$ cat src/rtl/aes_ct_pkg.sv
// Shared types and address decode for the AES ciphertext readout block.
package aes_ct_pkg;

  typedef enum logic [1:0] {
    IDLE  = 2'd0,
    HOLD  = 2'd1,
    SCRUB = 2'd2
  } state_t;

  localparam int NUM_WORDS = 4;

  localparam logic [5:0] CT_IDX_W3 = 6'd5;
  localparam logic [5:0] CT_IDX_W2 = 6'd6;
  localparam logic [5:0] CT_IDX_W1 = 7;
  localparam logic [5:0] CT_IDX_W0 = 6'd8;

  typedef struct packed {
    logic       valid;
    logic [1:0] word;
  } word_sel_t;

  // Word 3 sits at the lowest address, so the map runs in reverse word order.
  function automatic word_sel_t idx_to_word(input logic [5:0] idx);
    word_sel_t sel;
    sel.valid = 1'b1;
    sel.word  = 2'd0;
    case (idx)
      CT_IDX_W3: sel.word = 2'd3;
      CT_IDX_W2: sel.word = 2'd2;
      CT_IDX_W1: sel.word = 2'd1;
      CT_IDX_W0: sel.word = 2'd0;
      default:   sel.valid = 1'b0;
    endcase
    return sel;
  endfunction

endpackage

$ cat src/rtl/aes_ct_readout_if.sv
// Cipher-core handshake plus register-bus signals of the ciphertext readout block.
// ct_valid_i/ct_ready_o: a transfer happens on a clock edge where both are high;
// the core keeps ct_i stable and ct_valid_i high until that edge.
interface aes_ct_readout_if #(parameter int ADDR_W = 9);
  import aes_ct_pkg::*;

  logic              ct_valid_i;
  logic [127:0]      ct_i;
  logic              ct_ready_o;
  logic              en_i;
  logic              we_i;
  logic [ADDR_W-1:0] address_i;
  logic [3:0]        reglk_ctrl_i;
  logic              clr_i;
  logic [31:0]       rdata_o;
  logic              rvalid_o;
  logic              ct_avail_o;
  logic              scrub_busy_o;
  state_t            dbg_state;

  modport slave (
    input  ct_valid_i, ct_i, en_i, we_i, address_i, reglk_ctrl_i, clr_i,
    output ct_ready_o, rdata_o, rvalid_o, ct_avail_o, scrub_busy_o, dbg_state
  );

  modport master (
    output ct_valid_i, ct_i, en_i, we_i, address_i, reglk_ctrl_i, clr_i,
    input  ct_ready_o, rdata_o, rvalid_o, ct_avail_o, scrub_busy_o, dbg_state
  );

endinterface

$ cat src/rtl/aes_ct_timeout_ctr.sv
// Hold-time counter: clear wins over enable; o_tc flags the last allowed cycle.
module aes_ct_timeout_ctr #(
  parameter int TIMEOUT_CYCLES = 1024
) (
  input  logic clk_i,
  input  logic rst_ni,
  input  logic i_clr,
  input  logic i_en,
  output logic o_tc
);

  localparam int CNT_W = $clog2(TIMEOUT_CYCLES);
  localparam logic [CNT_W-1:0] TC_VAL = CNT_W'(TIMEOUT_CYCLES - 1);

  logic [CNT_W-1:0] r_count;

  always_ff @(posedge clk_i or negedge rst_ni) begin
    if (!rst_ni) begin
      r_count <= '0;
    end else if (i_clr) begin
      r_count <= '0;
    end else if (i_en) begin
      r_count <= r_count + 1'b1;
    end
  end

  assign o_tc = (r_count == TC_VAL);

endmodule

$ cat src/rtl/aes_ct_readout.sv
// Holds one ciphertext for read-once bus access and scrubs it on full read,
// timeout or software clear.
module aes_ct_readout
  import aes_ct_pkg::*;
#(
  parameter int TIMEOUT_CYCLES = 1024,
  parameter int ADDR_W         = 9
) (
  input  logic                  clk_i,
  input  logic                  rst_ni,
  aes_ct_readout_if.slave       bus
);

  state_t          r_state;
  state_t          w_state_nxt;
  logic [31:0]     r_ct_q [NUM_WORDS];
  logic [3:0]      r_read_mask;
  logic [1:0]      r_idx;
  logic [31:0]     r_rdata;
  logic            r_rvalid;

  logic            w_req;
  logic            w_tc;
  logic            w_hit;
  logic            w_capture;
  logic            w_scrub_done;
  logic            w_tmr_clr;
  logic [3:0]      w_mask_nxt;
  word_sel_t       w_sel;
  logic            w_unused_addr;

  assign w_unused_addr = ^bus.address_i[2:0];

  assign w_req = bus.en_i & ~bus.we_i;
  assign w_sel = idx_to_word(bus.address_i[8:3]);

  // A read racing a clear or the timeout is refused so nothing leaks on the way out.
  assign w_hit = w_req & (r_state == HOLD) & ~bus.clr_i & ~w_tc & w_sel.valid
               & ~bus.reglk_ctrl_i[w_sel.word] & ~r_read_mask[w_sel.word];
  assign w_mask_nxt = r_read_mask | (w_hit ? (4'b0001 << w_sel.word) : 4'b0000);

  always_ff @(posedge clk_i or negedge rst_ni) begin
    if (!rst_ni) begin
      r_state <= IDLE;
    end else begin
      r_state <= w_state_nxt;
    end
  end

  always_comb begin
    w_state_nxt  = r_state;
    w_capture    = 1'b0;
    w_scrub_done = 1'b0;
    case (r_state)
      IDLE: begin
        if (bus.ct_valid_i) begin
          w_state_nxt = HOLD;
          w_capture   = 1'b1;
        end
      end
      HOLD: begin
        if (bus.clr_i || w_tc) begin
          w_state_nxt = SCRUB;
        end else if (w_mask_nxt == 4'hF) begin
          w_state_nxt = IDLE;
        end
      end
      SCRUB: begin
        if (r_idx == 2'd3) begin
          w_state_nxt  = IDLE;
          w_scrub_done = 1'b1;
        end
      end
      default: w_state_nxt = IDLE;
    endcase
  end

  // Timer only runs while staying in HOLD; it sits at zero everywhere else.
  assign w_tmr_clr = (r_state != HOLD) || (w_state_nxt != HOLD);

  aes_ct_timeout_ctr #(.TIMEOUT_CYCLES(TIMEOUT_CYCLES)) u_timeout (
    .clk_i  (clk_i),
    .rst_ni (rst_ni),
    .i_clr  (w_tmr_clr),
    .i_en   (r_state == HOLD),
    .o_tc   (w_tc)
  );

  always_ff @(posedge clk_i or negedge rst_ni) begin
    if (!rst_ni) begin
      for (int k = 0; k < NUM_WORDS; k++) r_ct_q[k] <= '0;
      r_read_mask <= '0;
      r_idx       <= '0;
      r_rdata     <= '0;
      r_rvalid    <= 1'b0;
    end else begin
      r_rvalid <= w_req;
      r_rdata  <= w_hit ? r_ct_q[w_sel.word] : 32'h0;
      if (w_capture) begin
        for (int k = 0; k < NUM_WORDS; k++) r_ct_q[k] <= bus.ct_i[32*k +: 32];
        r_read_mask <= '0;
      end
      if (w_hit) begin
        r_ct_q[w_sel.word] <= '0;
        r_read_mask        <= w_mask_nxt;
      end
      if (r_state == SCRUB) begin
        r_ct_q[r_idx] <= '0;
        r_idx         <= r_idx + 2'd1;
        if (w_scrub_done) r_read_mask <= '0;
      end
    end
  end

  assign bus.ct_ready_o   = (r_state == IDLE);
  assign bus.ct_avail_o   = (r_state == HOLD);
  assign bus.scrub_busy_o = (r_state == SCRUB);
  assign bus.rdata_o      = r_rdata;
  assign bus.rvalid_o     = r_rvalid;
  assign bus.dbg_state    = r_state;

endmodule

$ cat src/flat_wrapper.sv
// flat-port wrapper written by rule: the top's interface ports become plain ports
module aes_ct_readout_flat import aes_ct_pkg::*;
#(
  parameter int TIMEOUT_CYCLES = 1024,
  parameter int ADDR_W         = 9
)
  (clk_i, rst_ni, bus_ct_valid_i, bus_ct_i, bus_en_i, bus_we_i, bus_address_i, bus_reglk_ctrl_i, bus_clr_i, bus_ct_ready_o, bus_rdata_o, bus_rvalid_o, bus_ct_avail_o, bus_scrub_busy_o, bus_dbg_state);
  aes_ct_readout_if #(.ADDR_W(ADDR_W)) bus_i ();
  input  logic clk_i;
  input  logic rst_ni;
  input wire logic [$bits(bus_i.ct_valid_i)-1:0] bus_ct_valid_i;
  input wire logic [$bits(bus_i.ct_i)-1:0] bus_ct_i;
  input wire logic [$bits(bus_i.en_i)-1:0] bus_en_i;
  input wire logic [$bits(bus_i.we_i)-1:0] bus_we_i;
  input wire logic [$bits(bus_i.address_i)-1:0] bus_address_i;
  input wire logic [$bits(bus_i.reglk_ctrl_i)-1:0] bus_reglk_ctrl_i;
  input wire logic [$bits(bus_i.clr_i)-1:0] bus_clr_i;
  output wire logic [$bits(bus_i.ct_ready_o)-1:0] bus_ct_ready_o;
  output wire logic [$bits(bus_i.rdata_o)-1:0] bus_rdata_o;
  output wire logic [$bits(bus_i.rvalid_o)-1:0] bus_rvalid_o;
  output wire logic [$bits(bus_i.ct_avail_o)-1:0] bus_ct_avail_o;
  output wire logic [$bits(bus_i.scrub_busy_o)-1:0] bus_scrub_busy_o;
  output wire logic [$bits(bus_i.dbg_state)-1:0] bus_dbg_state;
  assign bus_i.ct_valid_i = bus_ct_valid_i;
  assign bus_i.ct_i = bus_ct_i;
  assign bus_i.en_i = bus_en_i;
  assign bus_i.we_i = bus_we_i;
  assign bus_i.address_i = bus_address_i;
  assign bus_i.reglk_ctrl_i = bus_reglk_ctrl_i;
  assign bus_i.clr_i = bus_clr_i;
  assign bus_ct_ready_o = bus_i.ct_ready_o;
  assign bus_rdata_o = bus_i.rdata_o;
  assign bus_rvalid_o = bus_i.rvalid_o;
  assign bus_ct_avail_o = bus_i.ct_avail_o;
  assign bus_scrub_busy_o = bus_i.scrub_busy_o;
  assign bus_dbg_state = bus_i.dbg_state;
  aes_ct_readout #(.TIMEOUT_CYCLES(TIMEOUT_CYCLES), .ADDR_W(ADDR_W)) u_core (.clk_i(clk_i), .rst_ni(rst_ni), .bus(bus_i));
endmodule
$ cat config.mk
export PLATFORM = sky130hd
export DESIGN_NAME = aes_ct_readout_flat
export DESIGN_NICKNAME = d
export VERILOG_FILES = /design/src/rtl/aes_ct_pkg.sv /design/src/rtl/aes_ct_readout_if.sv /design/src/rtl/aes_ct_timeout_ctr.sv /design/src/rtl/aes_ct_readout.sv /design/src/flat_wrapper.sv
export SDC_FILE = /design/constraint.sdc
export NUM_CORES = 1
export LEC_CHECK = 0
export ABC_AREA = 1
export BUFFER_PORTS_ARGS = -buffer_cell sky130_fd_sc_hd__buf_2
export CORE_ASPECT_RATIO = 0.6
export CORE_MARGIN = 3
export CORE_UTILIZATION = 30
export DETAILED_ROUTE_END_ITERATION = 12
export PLACE_DENSITY = 0.49
export SETUP_SLACK_MARGIN = 0.02
export SLEW_MARGIN = 15
export SYNTH_ARGS = -nofsm -noshare
export SYNTH_HDL_FRONTEND = slang
export SYNTH_SLANG_ARGS = --single-unit
$ cat constraint.sdc
create_clock -name clk_i -period 2 [get_ports clk_i]
set_input_delay 0.4 -clock clk_i [delete_from_list [all_inputs] [get_ports clk_i]]
set_output_delay 0.4 -clock clk_i [all_outputs]
set_load 0.005 [all_outputs]
## Yosys cells after proc, flatten, opt, wreduce, memory -nomap -nowiden

Cells that the tools add are included.

| storage, ports and cells | value |
|---|---|
| word-level logic and storage cells | 88 |
| register bits after elaboration | 179 |
| output and inout bits | 38 |

| cells by class | value |
|---|---|
| shifts and indexed selects | 1 |
| bitwise gates (word level) | 19 |
| reduce and logical (&&, ||, !) cells | 7 |
| add/sub/neg operators | 2 |
| muxes and demuxes | 33 |
| $lt $le $gt $ge | 5 |
| equal/unequal tests | 11 |

Operators by type and width:

| operator | count |
|---|---|
| two-way mux 128 bit | 3 |
| AND 128 bit | 2 |
| NOT 128 bit | 2 |
| two-way mux 32 bit | 5 |
| demux 32 bit (select 2 bit) | 2 |
| binary-select mux 32 bit (select 2 bit) | 1 |
| two-way mux 10 bit | 2 |
| two-way mux 4 bit | 5 |
| == test 6 x 3 -> 1 bit, second input constant | 3 |
| one-hot mux 2 bit (3 select lines) | 2 |
| adder 10 x 1 -> 10 bit, second input constant | 1 |
| == test 10 bit, second input constant | 1 |
| two-way mux 2 bit | 4 |
| AND 1 bit | 7 |
| two-way mux 1 bit | 7 |
| == test 6 x 4 -> 1 bit, second input constant | 1 |
| greater-or-equal comparator 3 bit, second input constant | 2 |
| < comparator 3 x 1 -> 1 bit, second input constant | 2 |
| NOT 2 -> 3 bit | 2 |
| NOT 1 bit | 5 |
| binary-select mux 1 bit (select 2 bit) | 2 |
| == test 2 bit, second input constant | 2 |
| == test 4 bit, second input constant | 1 |
| != test 2 x 1 -> 1 bit, second input constant | 2 |
| other kinds (10) | 12 |

## Depth between registers and ports, before layout

Gate-level depths: netlist of run 1.

| logic depth | value |
|---|---|
| word-level depth | 17 |
| mapped depth | 12 |
| depth with buffers taken out | 11 |

## By module

From an unflattened synthesis of run 1, not the netlist that was laid out.

| unflattened totals | value |
|---|---|
| cell total of the unflattened synthesis | 914 |
| area, all modules | 8055.2 µm² |

Modules (own cells, without submodules):

| module | cells an instance | times used | area each (µm²) |
|---|---|---|---|
| aes_ct_readout | 837 | 1 | 7475.9 |
| aes_ct_timeout_ctr | 77 | 1 | 579.3 |

## Least setup slack after synthesis of run 1

Ideal clock, no wire load.

| timing path | value |
|---|---|
| path kind | register -> register |
| from | register u_core.u_timeout.r_count[0] |
| to | register u_core.u_timeout.r_count[2] |
| cell stages (with the launch flop) | 10 |
| data arrival time | 1.557 ns |
| required time | 1.859 ns |
| buffers on the path | 1 |
| slack | 0.302 ns |
| clock period less this slack | 1.698 ns |
| cell sequence | dfrtp_1 ha_1 nand2_1 nor2_2 nand2_2 o21bai_2 inv_2 nand2_1 dlymetal6s2s_1 nor3_2 |

| between the ends | value |
|---|---|
| word-level cells in the longest chain between the ends | 15 |

RTL lines:

| element | RTL line | RTL |
|---|---|---|
| from (decl) | aes_ct_timeout_ctr.sv:15 | `logic [CNT_W-1:0] r_count;` |
| from (signal assigned) | aes_ct_timeout_ctr.sv:23 | `r_count <= r_count + 1'b1;` |
| == test 10 bit | aes_ct_timeout_ctr.sv:27 | `assign o_tc = (r_count == TC_VAL);` |
| NOT 1 bit | aes_ct_readout.sv:38 | `assign w_hit = w_req & (r_state == HOLD) & ~bus.clr_i & ~w_tc & w_sel.valid` |
| AND 1 bit (2 in series) | aes_ct_readout.sv:38 |  |
| AND 1 bit (2 in series) | aes_ct_readout.sv:39 | `& ~bus.reglk_ctrl_i[w_sel.word] & ~r_read_mask[w_sel.word];` |
| two-way mux 4 bit | aes_ct_readout.sv:40 | `assign w_mask_nxt = r_read_mask \| (w_hit ? (4'b0001 << w_sel.word) : 4'b0000);` |
| OR 4 bit | aes_ct_readout.sv:40 |  |
| == test 4 bit | aes_ct_readout.sv:64 | `end else if (w_mask_nxt == 4'hF) begin` |
| two-way mux 2 bit | aes_ct_readout.sv:64 |  |
| two-way mux 2 bit | aes_ct_readout.sv:62 | `if (bus.clr_i \|\| w_tc) begin` |
| one-hot mux 2 bit (3 select lines) | aes_ct_readout.sv:54 | `case (r_state)` |
| != test 2 x 1 -> 1 bit | aes_ct_readout.sv:79 | `assign w_tmr_clr = (r_state != HOLD) \|\| (w_state_nxt != HOLD);` |
| logical OR 1 bit | aes_ct_readout.sv:79 |  |
| two-way mux 10 bit / nonzero test 2 bit (equally long branches) | - |  |

Several ways; a longest one is shown, not always the timed one. The select of a mux whose other input is x is not followed.
A chain may end at the register's enable or synchronous reset.

## Final worst setup path of run 1

| timing path | value |
|---|---|
| from | register u_core.r_read_mask[3] |
| to | register u_core.r_ct_q[113] (netlist name) |

| between the ends | value |
|---|---|
| word-level cells in the longest chain between the ends | 7 |

RTL lines:

| element | RTL line | RTL |
|---|---|---|
| from (decl) | aes_ct_readout.sv:17 | `logic [3:0] r_read_mask;` |
| from (signal assigned) | aes_ct_readout.sv:105 | `r_read_mask <= w_mask_nxt;` |
| binary-select mux 1 bit (select 2 bit) * | aes_ct_readout.sv:39 |  |
| two-way mux 1 bit (not written as such) * | aes_ct_readout.sv:39 |  |
| NOT 1 bit * | aes_ct_readout.sv:39 |  |
| AND 1 bit * | aes_ct_readout.sv:39 |  |
| two-way mux 128 bit * | aes_ct_readout.sv:103 | `if (w_hit) begin` |
| AND 128 bit (no line) | - |  |
| two-way mux 128 bit * | aes_ct_readout.sv:107 | `if (r_state == SCRUB) begin` |
| to (signal, indexed assignment) | aes_ct_readout.sv:104 | `r_ct_q[w_sel.word] <= '0;` |
| to (signal, indexed assignment) | aes_ct_readout.sv:108 | `r_ct_q[r_idx] <= '0;` |
| to (decl) | aes_ct_readout.sv:16 | `logic [31:0] r_ct_q [NUM_WORDS];` |

Every way passes the cells marked *; elsewhere a longest branch is shown, timed or not. The select of a mux whose other input is x is not followed.

==> results of run 1 <==
==> stage by stage <==
step / hold slack [ns] / TNS [ns] / setup WS (ns)
global route: 0.0966 / 0 / 0.00859
CTS: 0.0780 / 0 / 0.00871
finish: 0.111 / 0 / 0.140
detailed placement: 0.383 / -0.245 / -0.0331
global placement: 0.380 / -0.261 / -0.0327
floorplan: 0.104 / 0 / 0.302
==> final cells by class <==
| class | instances | share of cell area [%] |
|---|---|---|
| clock buffer | 21 | 4.09 |
| clock inverter | 9 | 1.38 |
| inverter | 221 | 7.46 |
| multi-input combinational | 527 | 28.8 |
| sequential | 179 | 39.8 |
| tap | 367 | 4.08 |
| timing repair buffer | 235 | 14.3 |
==> what timing repair did <==
| item | in CTS | in global routing |
|---|---|---|
| setup buffers | 0 | 2 |
| setup endpoints to repair | 6 | 135 |
| pin swaps | 0 | 4 |
| gates cloned | 0 | 2 |
| endpoints found under the hold margin | 34 | 0 |
| gates resized for setup | 0 | 17 |
| hold buffers | 1 | 0 |
==> power by group <==
part | switching [mW] | internal, mW | leakage [nW] | total [mW]
combinational | 2.57 | 2.30 | 3.57 | 4.87
sequential | 0.493 | 4.98 | 2.20 | 5.47
clock | 1.47 | 2.14 | 0.299 | 3.61
total | 4.54 | 9.42 | 6.07 | 14.0
==> routing by layer <==
layer	routed length, um	GRT usage [%]
met4	275	4.45
met3	1280	4.48
met2	10700	23.3
met5	84	0
met1	13000	24.0
==> flip-flops by register name, summed over array words and instances, names as in the netlist <==
register                  count
u_core.bus.rdata_o           32
u_core.r_read_mask            4
u_core.u_timeout.r_count     10
u_core.r_idx                  2
u_core.bus.rvalid_o           1
u_core.r_ct_q               128
u_core.bus.dbg_state          2
==> cell usage after synthesis <==
| library cell | n | share of area (%) |
|---|---|---|
| sky130_fd_sc_hd__nor3_2 | 10 | 1.1 |
| sky130_fd_sc_hd__and3_1 | 1 | 0.071 |
| sky130_fd_sc_hd__o21bai_2 | 1 | 0.13 |
| sky130_fd_sc_hd__a21oi_1 | 68 | 3.9 |
| sky130_fd_sc_hd__xnor2_1 | 1 | 0.10 |
| sky130_fd_sc_hd__or2_2 | 3 | 0.21 |
| sky130_fd_sc_hd__nand4_1 | 2 | 0.14 |
| sky130_fd_sc_hd__nand3_1 | 7 | 0.40 |
| sky130_fd_sc_hd__clkbuf_1 | 17 | 0.73 |
| sky130_fd_sc_hd__mux2_2 | 64 | 8.2 |
| sky130_fd_sc_hd__buf_6 | 2 | 0.26 |
| sky130_fd_sc_hd__dfrtp_1 | 179 | 51 |
| sky130_fd_sc_hd__nor2_2 | 6 | 0.43 |
| sky130_fd_sc_hd__xor2_1 | 6 | 0.60 |
| sky130_fd_sc_hd__o211ai_1 | 96 | 8.2 |
| sky130_fd_sc_hd__o21ai_0 | 36 | 2.0 |
| sky130_fd_sc_hd__nand3_2 | 1 | 0.11 |
| sky130_fd_sc_hd__buf_4 | 12 | 1.0 |
| sky130_fd_sc_hd__buf_2 | 20 | 1.1 |
| sky130_fd_sc_hd__nor2_1 | 14 | 0.60 |
| sky130_fd_sc_hd__nor3_1 | 2 | 0.11 |
| sky130_fd_sc_hd__inv_1 | 214 | 9.1 |
| sky130_fd_sc_hd__inv_2 | 7 | 0.30 |
| sky130_fd_sc_hd__buf_1 | 6 | 0.26 |
| sky130_fd_sc_hd__ha_1 | 5 | 0.71 |
| sky130_fd_sc_hd__nand2_2 | 1 | 0.071 |
| sky130_fd_sc_hd__nand4_2 | 2 | 0.28 |
| sky130_fd_sc_hd__nand2_1 | 200 | 8.5 |
| sky130_fd_sc_hd__dlymetal6s2s_1 | 1 | 0.14 |
| sky130_fd_sc_hd__nor2_4 | 1 | 0.13 |
==> logic make-up after synthesis <==
| kind of cell | share of synthesized area [%] |
|---|---|
| flip-flops | 50.9 |
| multiplexers | 8.20 |
| XOR/XNOR | 0.697 |
| AND/OR/NAND/NOR | 12.2 |
| adder cells (fa/ha/maj) | 0.711 |
| AO/OA/AOI/OAI | 14.2 |
| buffers and inverters | 13.0 |
==> final timing paths <==
kind / end / slack (ns) / depth (start not counted)
setup reg to reg: u_core.r_ct_q[113]$_DFF_PN0_ / 0.14 / 11
hold / removal: u_core.bus.rvalid_o$_DFF_PN0_ / 0.11 / 2
min in group asynchronous: u_core.r_ct_q[40]$_DFF_PN0_ / 0.46 / 2
hold reg to reg: u_core.u_timeout.r_count[0]$_DFFE_PN0P_ / 0.53 / 2
max in group asynchronous: u_core.r_ct_q[48]$_DFF_PN0_ / 0.87 / 3
setup / recovery: u_core.r_ct_q[113]$_DFF_PN0_ / 0.14 / 11
==> key figures, run 1 <==
Outcome
  – Result of the run: completed

Finish
  – Non-Filler Cell Area, Final: 11200 um2
  – Multi-input gate area: 3240 um2
  – Fillers: 2847
  – Commonest cells after routing, fill and taps aside: 213 x sky130_fd_sc_hd__inv_1, 194 x sky130_fd_sc_hd__nand2_1, 180 x sky130_fd_sc_hd__buf_2
  – Non-filler instance count after layout: approximately 1600
  – Fraction of layout instances using a drive strength above 1: 30.9%
  – Storage element area: 4480 um2
  – Final core area utilization: between 30% and 40%
  – Final nets: ~1300
  – Most common library cell in the layout ignoring fill and taps: sky130_fd_sc_hd__inv_1
  – Layout area overhead: 27.9%
  – Number of diodes: 0

Yosys
  – Total nets after synthesis: 1137
  – Number of instances in the synthesized netlist: about 990
  – Fraction of the yosys area taken by sequential cells: 50.9%
  – Syn. warnings: 0
  – Flip-flop and latch count after synthesis: 179
  – Area of the mapped netlist: 8790 um2
  – Post-synth cell types: 30
  – Avg Inst Size Synth: roughly 8.9 um2

STA
  – Setup repair after global routing missed its margin: true
  – Final setup violating endpoints: 0
  – Post-layout min period: ~1.9 ns
  – Endpoints failing hold: 0
  – Count of pins over their slew limit: 0
  – Transition at the pin with the smallest max-transition slack: 0.487 ns
  – Clock tree skew after final layout: 0.00992 ns
  – Max-slew headroom: 67.4%
  – Top achievable clock speed: 538 MHz
  – Final worst path period share: approximately 93%

Floorplanning
  – Area of the die: between 30000 and 40000 um2
  – DIE WIDTH: between 200 and 250 um
  – Top-level port count: 185
  – Count of standard-cell rows: 47
  – Placeable Area: 28200 um2
  – Effective utilization at floorplan: 31.2%
  – Die Y: 139 um

Route
  – Initial DRC count: 356
  – Number of detailed-routing iterations run before antenna repair: 4
  – Post-detailed-route wirelength per cell: around 16 um
  – Post-route DRC: 0
  – Post-Route WL: around 25000 um
  – Number of vias in the routed layout: 6995
  – Antenna-violating nets left: 0
  – Via-to-Cell Ratio: 4.49

Clock network
  – CTS tree: built
  – H-tree lvl count: 4
  – Maximum buffer depth of the clock tree: 2
  – Clock insertion delay at the later pin of the skew report: approximately 0.45 ns
  – Clk pin slew, worst setup/hold paths: 0.07 ns
  – Clock buffers created by TritonCTS: 17
  – Root buffer cell: sky130_fd_sc_hd__clkbuf_16
  – Sinks on Clock Net: roughly 180

Critical path
  – Master of the slowest instance on the critical path: sky130_fd_sc_hd__dfrtp_1
  – Kind of start point of the critical path: register
  – CP Buf/Inv Count: 4
  – Largest driver fanout on the critical path: 8
  – Critical Path Start: u_core.r_read_mask[3]$_DFF_PN0_
  – Source of the worst register-to-register timing path: u_core.r_read_mask[3]$_DFF_PN0_
  – Required time at the worst-slack endpoint: 2.34 ns
  – Kind of cell with the highest combined delay on the critical path: simple AND/OR/NAND/NOR gates
  – Endpoint arrival time on the critical path: roughly 2.2 ns
  – Longest individual stage delay on the worst path: 0.39 ns
  – Critical path start-end classification: reg -> reg
  – Element type at the critical path end: register
  – Cell breakdown of the critical path: or2_2 -> nand3_1 -> nand2_2 -> nor2_4 -> nand4_1 -> buf_4 -> nand2_4 -> clkinv_4 -> clkbuf_16 -> nand2_1 -> inv_1

GRT
  – Maximum number of pins on one net before global-route repair: 83
  – Antenna violations before repair: 6
  – Via count of the first global-routing pass: 6782
  – Wire length of the first global-routing pass: between 30000 and 40000 um
  – Total congestion overflow: 0
  – All-layer global routing usage: 16.2%

Place
  – Count of placed standard cells including taps: around 1500
  – IO Port Bufs: 181
  – Final HPWL DP: approximately 18000 um
  – Instance area after placement: 10500 um2
  – Final weighted congestion of routability-driven global placement: 0.773

Pwr
  – Peak supply drop: just under 0.9 mV
  – Power Dens Cells: roughly 1200 nW/um2
  – Leakage: 6.07 nW
  – PnR Total Power: 14.0 mW

Min path
  – Type of the most critical hold path: in -> reg
  – Launch point of the worst hold path: bus_we_i

Run
  – Maximum Capacitance Violations: 0
No activity file was read; power rests on OpenSTA's default activity.
==> run 2: changes to the inputs <==
--- a/config.mk
+++ b/config.mk
@@ -6,7 +6,7 @@
 export NUM_CORES = 1
 export LEC_CHECK = 0
 export ABC_AREA = 1
-export BUFFER_PORTS_ARGS = -buffer_cell sky130_fd_sc_hd__buf_2
+export BUFFER_PORTS_ARGS = -buffer_cell sky130_fd_sc_hd__buf_4
 export CORE_ASPECT_RATIO = 0.6
 export CORE_MARGIN = 3
 export CORE_UTILIZATION = 30
@@ -16,4 +16,5 @@
 export SLEW_MARGIN = 15
 export SYNTH_ARGS = -nofsm -noshare
 export SYNTH_HDL_FRONTEND = slang
+export SYNTH_HIERARCHICAL = 1
 export SYNTH_SLANG_ARGS = --single-unit
==> constraint.sdc (replaced) <==
create_clock -name clk_i -period 2 [get_ports clk_i]
set_input_delay 0.2 -clock clk_i [delete_from_list [all_inputs] [get_ports clk_i]]
set_output_delay 0.2 -clock clk_i [all_outputs]
set_load 0.005 [all_outputs]
==> key figures, run 2 <==
Finish
  – Number of flip-flops under the largest register name: 128 (unchanged)
  – Number of diodes: 0 (unchanged)
  – Fraction of layout instances using a drive strength above 1: 43.6% (+13 points)
  – Final nets: 1295 (-2.9%)
  – Most common library cell in the layout ignoring fill and taps: sky130_fd_sc_hd__buf_4
  – Non-filler instance count after layout: 1508 (-3.3%)
  – Largest register by flop count: u_core/r_ct_q
  – Layout area overhead: 53.2%
  – Commonest cells after routing, fill and taps aside: 224 x sky130_fd_sc_hd__buf_4, 179 x sky130_fd_sc_hd__dfrtp_1, 135 x sky130_fd_sc_hd__nand2_1

Place
  – Final weighted congestion of routability-driven global placement: 0.831 (+7.5%)
  – IO Port Bufs: 181 (unchanged)
  – Final HPWL DP: 17600 um (-0.11%)
  – Count of placed standard cells including taps: 1438 (-5.6%)

STA
  – Count of pins over their slew limit: 0 (unchanged)
  – Setup repair after global routing missed its margin: true
  – Max-slew headroom: 61.5% (-6.0 points)
  – Endpoints failing hold: 0 (unchanged)
  – Setup ws final: -0.513 ns (-0.652 ns)
  – Clock tree skew after final layout: 0.00986 ns (-0.0000601 ns)
  – Final worst path period share: 126% (+33 points)
  – Post-layout min period: 2.51 ns (+0.652 ns)
  – Top achievable clock speed: 398 MHz (-26%)
  – Final total negative setup slack: -23.80 ns (-23.80 ns)
  – Final setup violating endpoints: 171 (+171)
  – Transition at the pin with the smallest max-transition slack: 0.578 ns (+0.0910 ns)

Yosys
  – Most used standard cell by instance count after synthesis: sky130_fd_sc_hd__dfrtp_1
  – Share of the synthesized area in the top cell type: 55.6% (+4.7 points)
  – Dominant register cell in the synthesized netlist: sky130_fd_sc_hd__dfrtp_1
  – Synth top area cells: sky130_fd_sc_hd__dfrtp_1 56%, sky130_fd_sc_hd__a21oi_1 8.4%, sky130_fd_sc_hd__nand2_1 6.8%
  – Number of instances in the synthesized netlist: 914 (-7.2%)
  – Commonest cells in the synthesized netlist: 179 x sky130_fd_sc_hd__dfrtp_1, 146 x sky130_fd_sc_hd__nand2_1, 135 x sky130_fd_sc_hd__a21oi_1, 92 x sky130_fd_sc_hd__inv_1, 86 x sky130_fd_sc_hd__nor2_1
  – Top cell type by total area after synthesis: sky130_fd_sc_hd__dfrtp_1
  – Share of async-settable or async-resettable flops after synthesis: 100% (unchanged)
  – Flip-flop and latch count after synthesis: 179 (unchanged)
  – Post-synth EDFFs: 0 (unchanged)
  – Syn. warnings: 6 (+6)
  – Avg Inst Size Synth: 8.81 um2 (-1.3%)
  – Post-synth cell types: 31 (+3.3%)
  – Fraction of the yosys area taken by sequential cells: 55.6% (+4.7 points)
  – Area of the mapped netlist: 8060 um2 (-8.4%)
  – Total nets after synthesis: 1066 (-6.2%)

Critical path
  – Kind of start point of the critical path: register
  – Element type at the critical path end: register
  – Critical path start-end classification: reg -> reg
  – Endpoint arrival time on the critical path: 2.88 ns (+0.68 ns)
  – Largest driver fanout on the critical path: 5 (-3)
  – Required time at the worst-slack endpoint: 2.37 ns (+0.03 ns)

Route
  – Initial DRC count: 506 (+42%)
  – Number of vias in the routed layout: 7421 (+6.1%)
  – Post-detailed-route wirelength per cell: 19.3 um (+19%)
  – Post-Route WL: 29100 um (+15%)
  – Via-to-Cell Ratio: 4.92 (+9.7%)
  – Post-route DRC: 0 (unchanged)
  – Number of detailed-routing iterations run before antenna repair: 4 (unchanged)
  – Antenna-violating nets left: 0 (unchanged)

Clock network
  – Clock buffers created by TritonCTS: 17 (unchanged)
  – Clock insertion delay at the later pin of the skew report: 0.44 ns (about the same)
  – CTS tree: built
  – Root buffer cell: sky130_fd_sc_hd__clkbuf_16
  – H-tree lvl count: 4 (unchanged)
  – Maximum buffer depth of the clock tree: 2 (unchanged)
  – Clk pin slew, worst setup/hold paths: 0.07 ns (about the same)
  – Sinks on Clock Net: 179 (unchanged)

Outcome
  – Result of the run: finished with violations
  – Violations in the final reports: negative setup slack

Floorplanning
  – Area of the die: 28900 um2 (-8.1%)
  – Placeable Area: 25800 um2 (-8.4%)
  – Top-level port count: 185 (unchanged)
  – Die Y: 133 um (-4.1%)
  – DIE WIDTH: 218 um (-4.2%)
  – Count of standard-cell rows: 45 (-4.3%)
  – Effective utilization at floorplan: 31.2% (about the same)

GRT
  – Global-route met2 utilization: 29.1% (+5.8 points)
  – Met1 track demand over resource in global routing: 30.7% (+6.8 points)
  – Via count of the first global-routing pass: 7532 (+11%)
  – Wire length of the first global-routing pass: 44800 um (+15%)
  – Most used routing layer: met1
  – Met3 demand-to-capacity share in global routing: 4.52% (+0.037 points)
  – All-layer global routing usage: 20.3% (+4.1 points)
  – Maximum number of pins on one net before global-route repair: 105 (+27%)
  – Total congestion overflow: 0 (unchanged)
  – Antenna violations before repair: 0 (-6)

Min path
  – Type of the most critical hold path: in -> reg

Pwr
  – Peak supply drop: 0.573 mV (-34%)
  – Leakage: 5.70 nW (-6.2%)
  – Power Dens Cells: 1220 nW/um2 (-1.4%)

Run
  – Maximum Capacitance Violations: 0 (unchanged)
run 2: cell families after synthesis:
group	count (synthesis)	share of synthesized area, %
compound gates	239	17.5
simple gates	332	18.0
xor+xnor	1	0.109
fa+ha+maj	5	0.777
flops	179	55.6
buf+inv	158	8.08
run 2: worst max-delay path, cell delays in order, from the launching register on:
cell and delay [ns]:
sky130_fd_sc_hd__dfrtp_1 0.41, sky130_fd_sc_hd__ha_4 0.18, sky130_fd_sc_hd__nand3_4 0.08, sky130_fd_sc_hd__nor2_4 0.04
sky130_fd_sc_hd__and3_4 0.15, sky130_fd_sc_hd__nor2_2 0.07, sky130_fd_sc_hd__nand2_1 0.07, sky130_fd_sc_hd__nor2_1 0.10
sky130_fd_sc_hd__nand2_1 0.09, sky130_fd_sc_hd__nor2_4 0.18, sky130_fd_sc_hd__nand3_2 0.13, sky130_fd_sc_hd__nand2_2 0.09
sky130_fd_sc_hd__nand2_2 0.07, sky130_fd_sc_hd__o21ai_4 0.20, sky130_fd_sc_hd__buf_6 0.14, sky130_fd_sc_hd__nor2_4 0.04
sky130_fd_sc_hd__nor2_4 0.12, sky130_fd_sc_hd__nand3_2 0.08, sky130_fd_sc_hd__nand2_1 0.06, sky130_fd_sc_hd__nand2_1 0.04
sky130_fd_sc_hd__nor2_1 0.08
run 2: per-stage QoR:
stage	utilization, %	hold WS [ns]	setup WS [ns]	power, mW	cell area [um2]
finish	47.8	0.0427	-0.513	15.1	12300
global route	47.8	0.0269	-0.697	16.1	12300
CTS	45.9	0.00473	-0.486	14.4	11900
detailed placement	39.4	0.228	-0.506	10.0	10200
global placement	39.4	0.228	-0.439	9.90	10200
floorplan	-	-0.0956	-0.302	8.42	8090
run 2: metal layers:
| layer | up-vias | share of wire [%] |
|---|---|---|
| met3 | 25 | 5.0 |
| met4 | 0 | 1.3 |
| met5 | - | 0 |
| met2 | 187 | 44 |
| li1 | 3510 | - |
| met1 | 3699 | 50 |
run 2: final timing paths:
path | end | from | depth (start not counted) | slack [ns]
worst max register to register | u_core/u_timeout/r_count[9]$_DFFE_PN0P_ | u_core/u_timeout/r_count[0]$_DFFE_PN0P_ | 20 | -0.51
max in group asynchronous | u_core/r_ct_q[96]$_DFF_PN0_ | rst_ni | 3 | 0.96
min in group asynchronous | u_core/r_ct_q[122]$_DFF_PN0_ | rst_ni | 2 | 0.31
worst min-delay path | u_core/r_ct_q[25]$_DFF_PN0_ | bus_ct_i[121] | 3 | 0.04
worst min register to register | u_core/r_ct_q[102]$_DFF_PN0_ | u_core/r_ct_q[102]$_DFF_PN0_ | 2 | 0.53
worst max-delay path | u_core/u_timeout/r_count[9]$_DFFE_PN0P_ | u_core/u_timeout/r_count[0]$_DFFE_PN0P_ | 20 | -0.51
run 2: power by group:
group	total [mW]	leakage [nW]	internal (mW)	switching, mW
combinational	6.26	3.18	2.82	3.44
clock	3.36	0.281	1.88	1.48
sequential	5.48	2.24	4.95	0.527
total	15.1	5.70	9.65	5.45
run 2: final cells by class:
cell class,count,area [um2]
inverters,95,359
fillers,2464,13500
flip-flops and latches,179,4480
multi-input cells,577,3900
clock buffers,20,447
repair buffers,273,2580
clock inverters,12,130
well taps,352,440
run 2: timing repair:
| item | CTS | global route |
|---|---|---|
| gates resized for setup | 101 | 147 |
| cloned | 16 | 0 |
| buffers inserted | 20 | 16 |
| hold buffers | 2 | 0 |
| endpoints found under the hold margin | 54 | 0 |
| pin swaps | 8 | 11 |
| endpoints found under the setup margin | 169 | 174 |
==> run 3: changes to the inputs <==
==> constraint.sdc (replaced) <==
create_clock -name clk_i -period 2.4 [get_ports clk_i]
set_input_delay 0.72 -clock clk_i [delete_from_list [all_inputs] [get_ports clk_i]]
set_output_delay 0.72 -clock clk_i [all_outputs]
set_load 0.005 [all_outputs]
==> key figures, run 3 (synthesized netlist as in run 2, its figures left out) <==
Critical path
  – Cell breakdown of the critical path: ha_2 -> nand3_2 -> nor2_2 -> and3_4 -> nor2_2 -> nand2_1 -> nor2_1 -> nand2_1 -> nor2_4 -> nand3_2 -> nand2_2 -> nand2_2 -> o21ai_4 -> inv_2 -> nand2_4 -> nand3_2 -> nand2_2 -> nand3_2 -> nand2_1 -> inv_1
  – Required time at the worst-slack endpoint: 2.74 ns (+0.37 ns)
  – Largest driver fanout on the critical path: 5 (unchanged)
  – Worst-case reg-to-reg path depth: 20 (unchanged)
  – Kind of start point of the critical path: register
  – Terminus of the critical flop-to-flop path: u_core/u_timeout/r_count[6]$_DFFE_PN0P_
  – Source of the worst register-to-register timing path: u_core/u_timeout/r_count[0]$_DFFE_PN0P_
  – Endpoint arrival time on the critical path: 2.74 ns (-0.14 ns)
  – Critical Path Start: u_core/u_timeout/r_count[0]$_DFFE_PN0P_
  – R2R Setup Slk: -0.001 ns (+0.51 ns)
  – Master of the slowest instance on the critical path: sky130_fd_sc_hd__dfrtp_1
  – Cell seen most often among critical-path stages: sky130_fd_sc_hd__nand3_2
  – Element type at the critical path end: register
  – Critical path start-end classification: reg -> reg
  – Longest individual stage delay on the worst path: 0.38 ns (-0.03 ns)

Finish
  – Number of diodes: 0 (unchanged)
  – Largest register by flop count: u_core/r_ct_q
  – Fraction of layout instances using a drive strength above 1: 28.2% (-15 points)
  – Most common library cell in the layout ignoring fill and taps: sky130_fd_sc_hd__buf_4
  – Layout area overhead: 35.6%
  – Non-filler instance count after layout: 1478 (-2.0%)
  – Final nets: 1265 (-2.3%)
  – Final core area utilization: 42.3% (-5.5 points)
  – Number of flip-flops under the largest register name: 128 (unchanged)
  – Commonest cells after routing, fill and taps aside: 223 x sky130_fd_sc_hd__buf_4, 179 x sky130_fd_sc_hd__dfrtp_1, 135 x sky130_fd_sc_hd__a21oi_1

STA
  – WHS: 0.257 ns (+0.215 ns)
  – Setup ws final: -0.00129 ns (+0.511 ns)
  – Top achievable clock speed: 416 MHz (+4.6%)
  – Setup repair after global routing missed its margin: true
  – Count of pins over their slew limit: 0 (unchanged)
  – Clock tree skew after final layout: 0.0107 ns (+0.000800 ns)
  – Final setup violating endpoints: 1 (-99%)
  – Endpoints failing hold: 0 (unchanged)
  – Final worst path period share: 100% (-26 points)
  – Final total negative setup slack: -0.00129 ns (+23.80 ns)
  – Max-slew headroom: 66.9% (+5.5 points)
  – Post-layout min period: 2.40 ns (-0.111 ns)
  – Transition at the pin with the smallest max-transition slack: 0.496 ns (-0.0823 ns)

Pwr
  – Internal Power: 7.36 mW (-24%)
  – Power Dens Cells: 1020 nW/um2 (-16%)
  – Switching share of total power: 34.2% (-1.9 points)
  – Fraction of power consumed by the clock network: 25.5% (+3.2 points)
  – Leakage: 5.31 nW (-6.9%)
  – Comb power frac: 33.9% (-7.6 points)
  – Sequential share of power: 40.6% (+4.3 points)
  – Switching power total: 3.83 mW (-30%)
  – Peak supply drop: 0.473 mV (-17%)

Route
  – Via-to-Cell Ratio: 4.80 (-2.5%)
  – Number of detailed-routing iterations run before antenna repair: 5 (+1)
  – Initial DRC count: 455 (-10%)
  – Antenna-violating nets left: 0 (unchanged)
  – Post-route DRC: 0 (unchanged)
  – Post-detailed-route wirelength per cell: 17.5 um (-9.2%)
  – Number of vias in the routed layout: 7095 (-4.4%)
  – Post-Route WL: 25900 um (-11%)

Clock network
  – Clk pin slew, worst setup/hold paths: 0.07 ns (about the same)
  – Maximum buffer depth of the clock tree: 2 (unchanged)
  – Clock insertion delay at the later pin of the skew report: 0.44 ns (about the same)
  – CTS tree: built
  – H-tree lvl count: 4 (unchanged)
  – Clock buffers created by TritonCTS: 17 (unchanged)
  – Sinks on Clock Net: 179 (unchanged)
  – Root buffer cell: sky130_fd_sc_hd__clkbuf_16

Outcome
  – Result of the run: finished with violations
  – Violations in the final reports: negative setup slack

Place
  – Final HPWL DP: 17800 um (+1.5%)
  – Post-placement worst setup slack: -0.284 ns (+0.222 ns)
  – Count of placed standard cells including taps: 1441 (+0.21%)
  – IO Port Bufs: 181 (unchanged)
  – Final weighted congestion of routability-driven global placement: 0.804 (-3.2%)

Min path
  – Type of the most critical hold path: in -> async

Floorplanning
  – Placeable Area: 25800 um2 (unchanged)
  – Count of standard-cell rows: 45 (unchanged)
  – Effective utilization at floorplan: 31.2% (unchanged)
  – DIE WIDTH: 218 um (unchanged)
  – Area of the die: 28900 um2 (unchanged)
  – Top-level port count: 185 (unchanged)
  – Die Y: 133 um (unchanged)

Run
  – Maximum Capacitance Violations: 0 (unchanged)

GRT
  – Wire length of the first global-routing pass: 40800 um (-8.9%)
  – Maximum number of pins on one net before global-route repair: 100 (-4.8%)
  – Via count of the first global-routing pass: 7212 (-4.2%)
  – All-layer global routing usage: 18.2% (-2.1 points)
  – Antenna violations before repair: 1 (+1)
  – Total congestion overflow: 0 (unchanged)
-- run 3: stage by stage --
stage	power, mW	instance area, um2
global route	12.0	10900
global placement	8.28	10200
detailed placement	8.35	10200
floorplan	7.00	8060
finish	11.2	10900
CTS	11.3	10800
-- run 3: per-layer routing --
metal  global-route usage (%)  part of all wire (%)
met1                     27.0                    50
met2                     27.1                    44
met3                     4.11                   4.9
met4                     3.94                  0.84
met5                        0                 0.035
-- run 3: worst max-delay path: cells and delay by family, from the launching register on --
kind                     cells  cell delay (ns)
adder cells (fa/ha/maj)      1             0.19
AO/OA/AOI/OAI                1             0.18
buffers and inverters        2             0.14
flip-flops                   1             0.38
AND/OR/NAND/NOR             16             1.39
-- run 3: worst max path at each step --
stage | cells past startpoint | to
5_1_grt | 20 | u_core/u_timeout/r_count[9]$_DFFE_PN0P_
3_5_place_dp | 16 | u_core/u_timeout/r_count[6]$_DFFE_PN0P_
2_1_floorplan | 15 | u_core/u_timeout/r_count[6]$_DFFE_PN0P_
6_report | 20 | u_core/u_timeout/r_count[6]$_DFFE_PN0P_
3_3_place_gp | 16 | u_core/u_timeout/r_count[6]$_DFFE_PN0P_
4_1_cts | 20 | u_core/u_timeout/r_count[9]$_DFFE_PN0P_
-- run 3: final cells by class --
class,instances,area [um2]
clock buffer,22,454
clock inverter,10,131
fill,2587,14900
inverter,95,357
multi-input combinational,577,3030
sequential,179,4480
tap,352,440
timing repair buffer,243,2030
-- run 3: timing repair --
item,in CTS,in global routing
resized for setup,4,20
setup endpoints to repair,7,10
hold buffers,0,0
setup buffers,1,5
pin swaps,4,14
-- run 3: power groups by stage --
stage                     Sequential (mW)  Combinational, mW  Clock [mW]
after floorplan                      4.51               2.49           0
after global placement               4.57               3.71           0
after detailed placement             4.60               3.76           0
after CTS                            4.55               3.78        2.94
after global routing                 4.66               4.27        3.09
final                                4.55               3.79        2.85
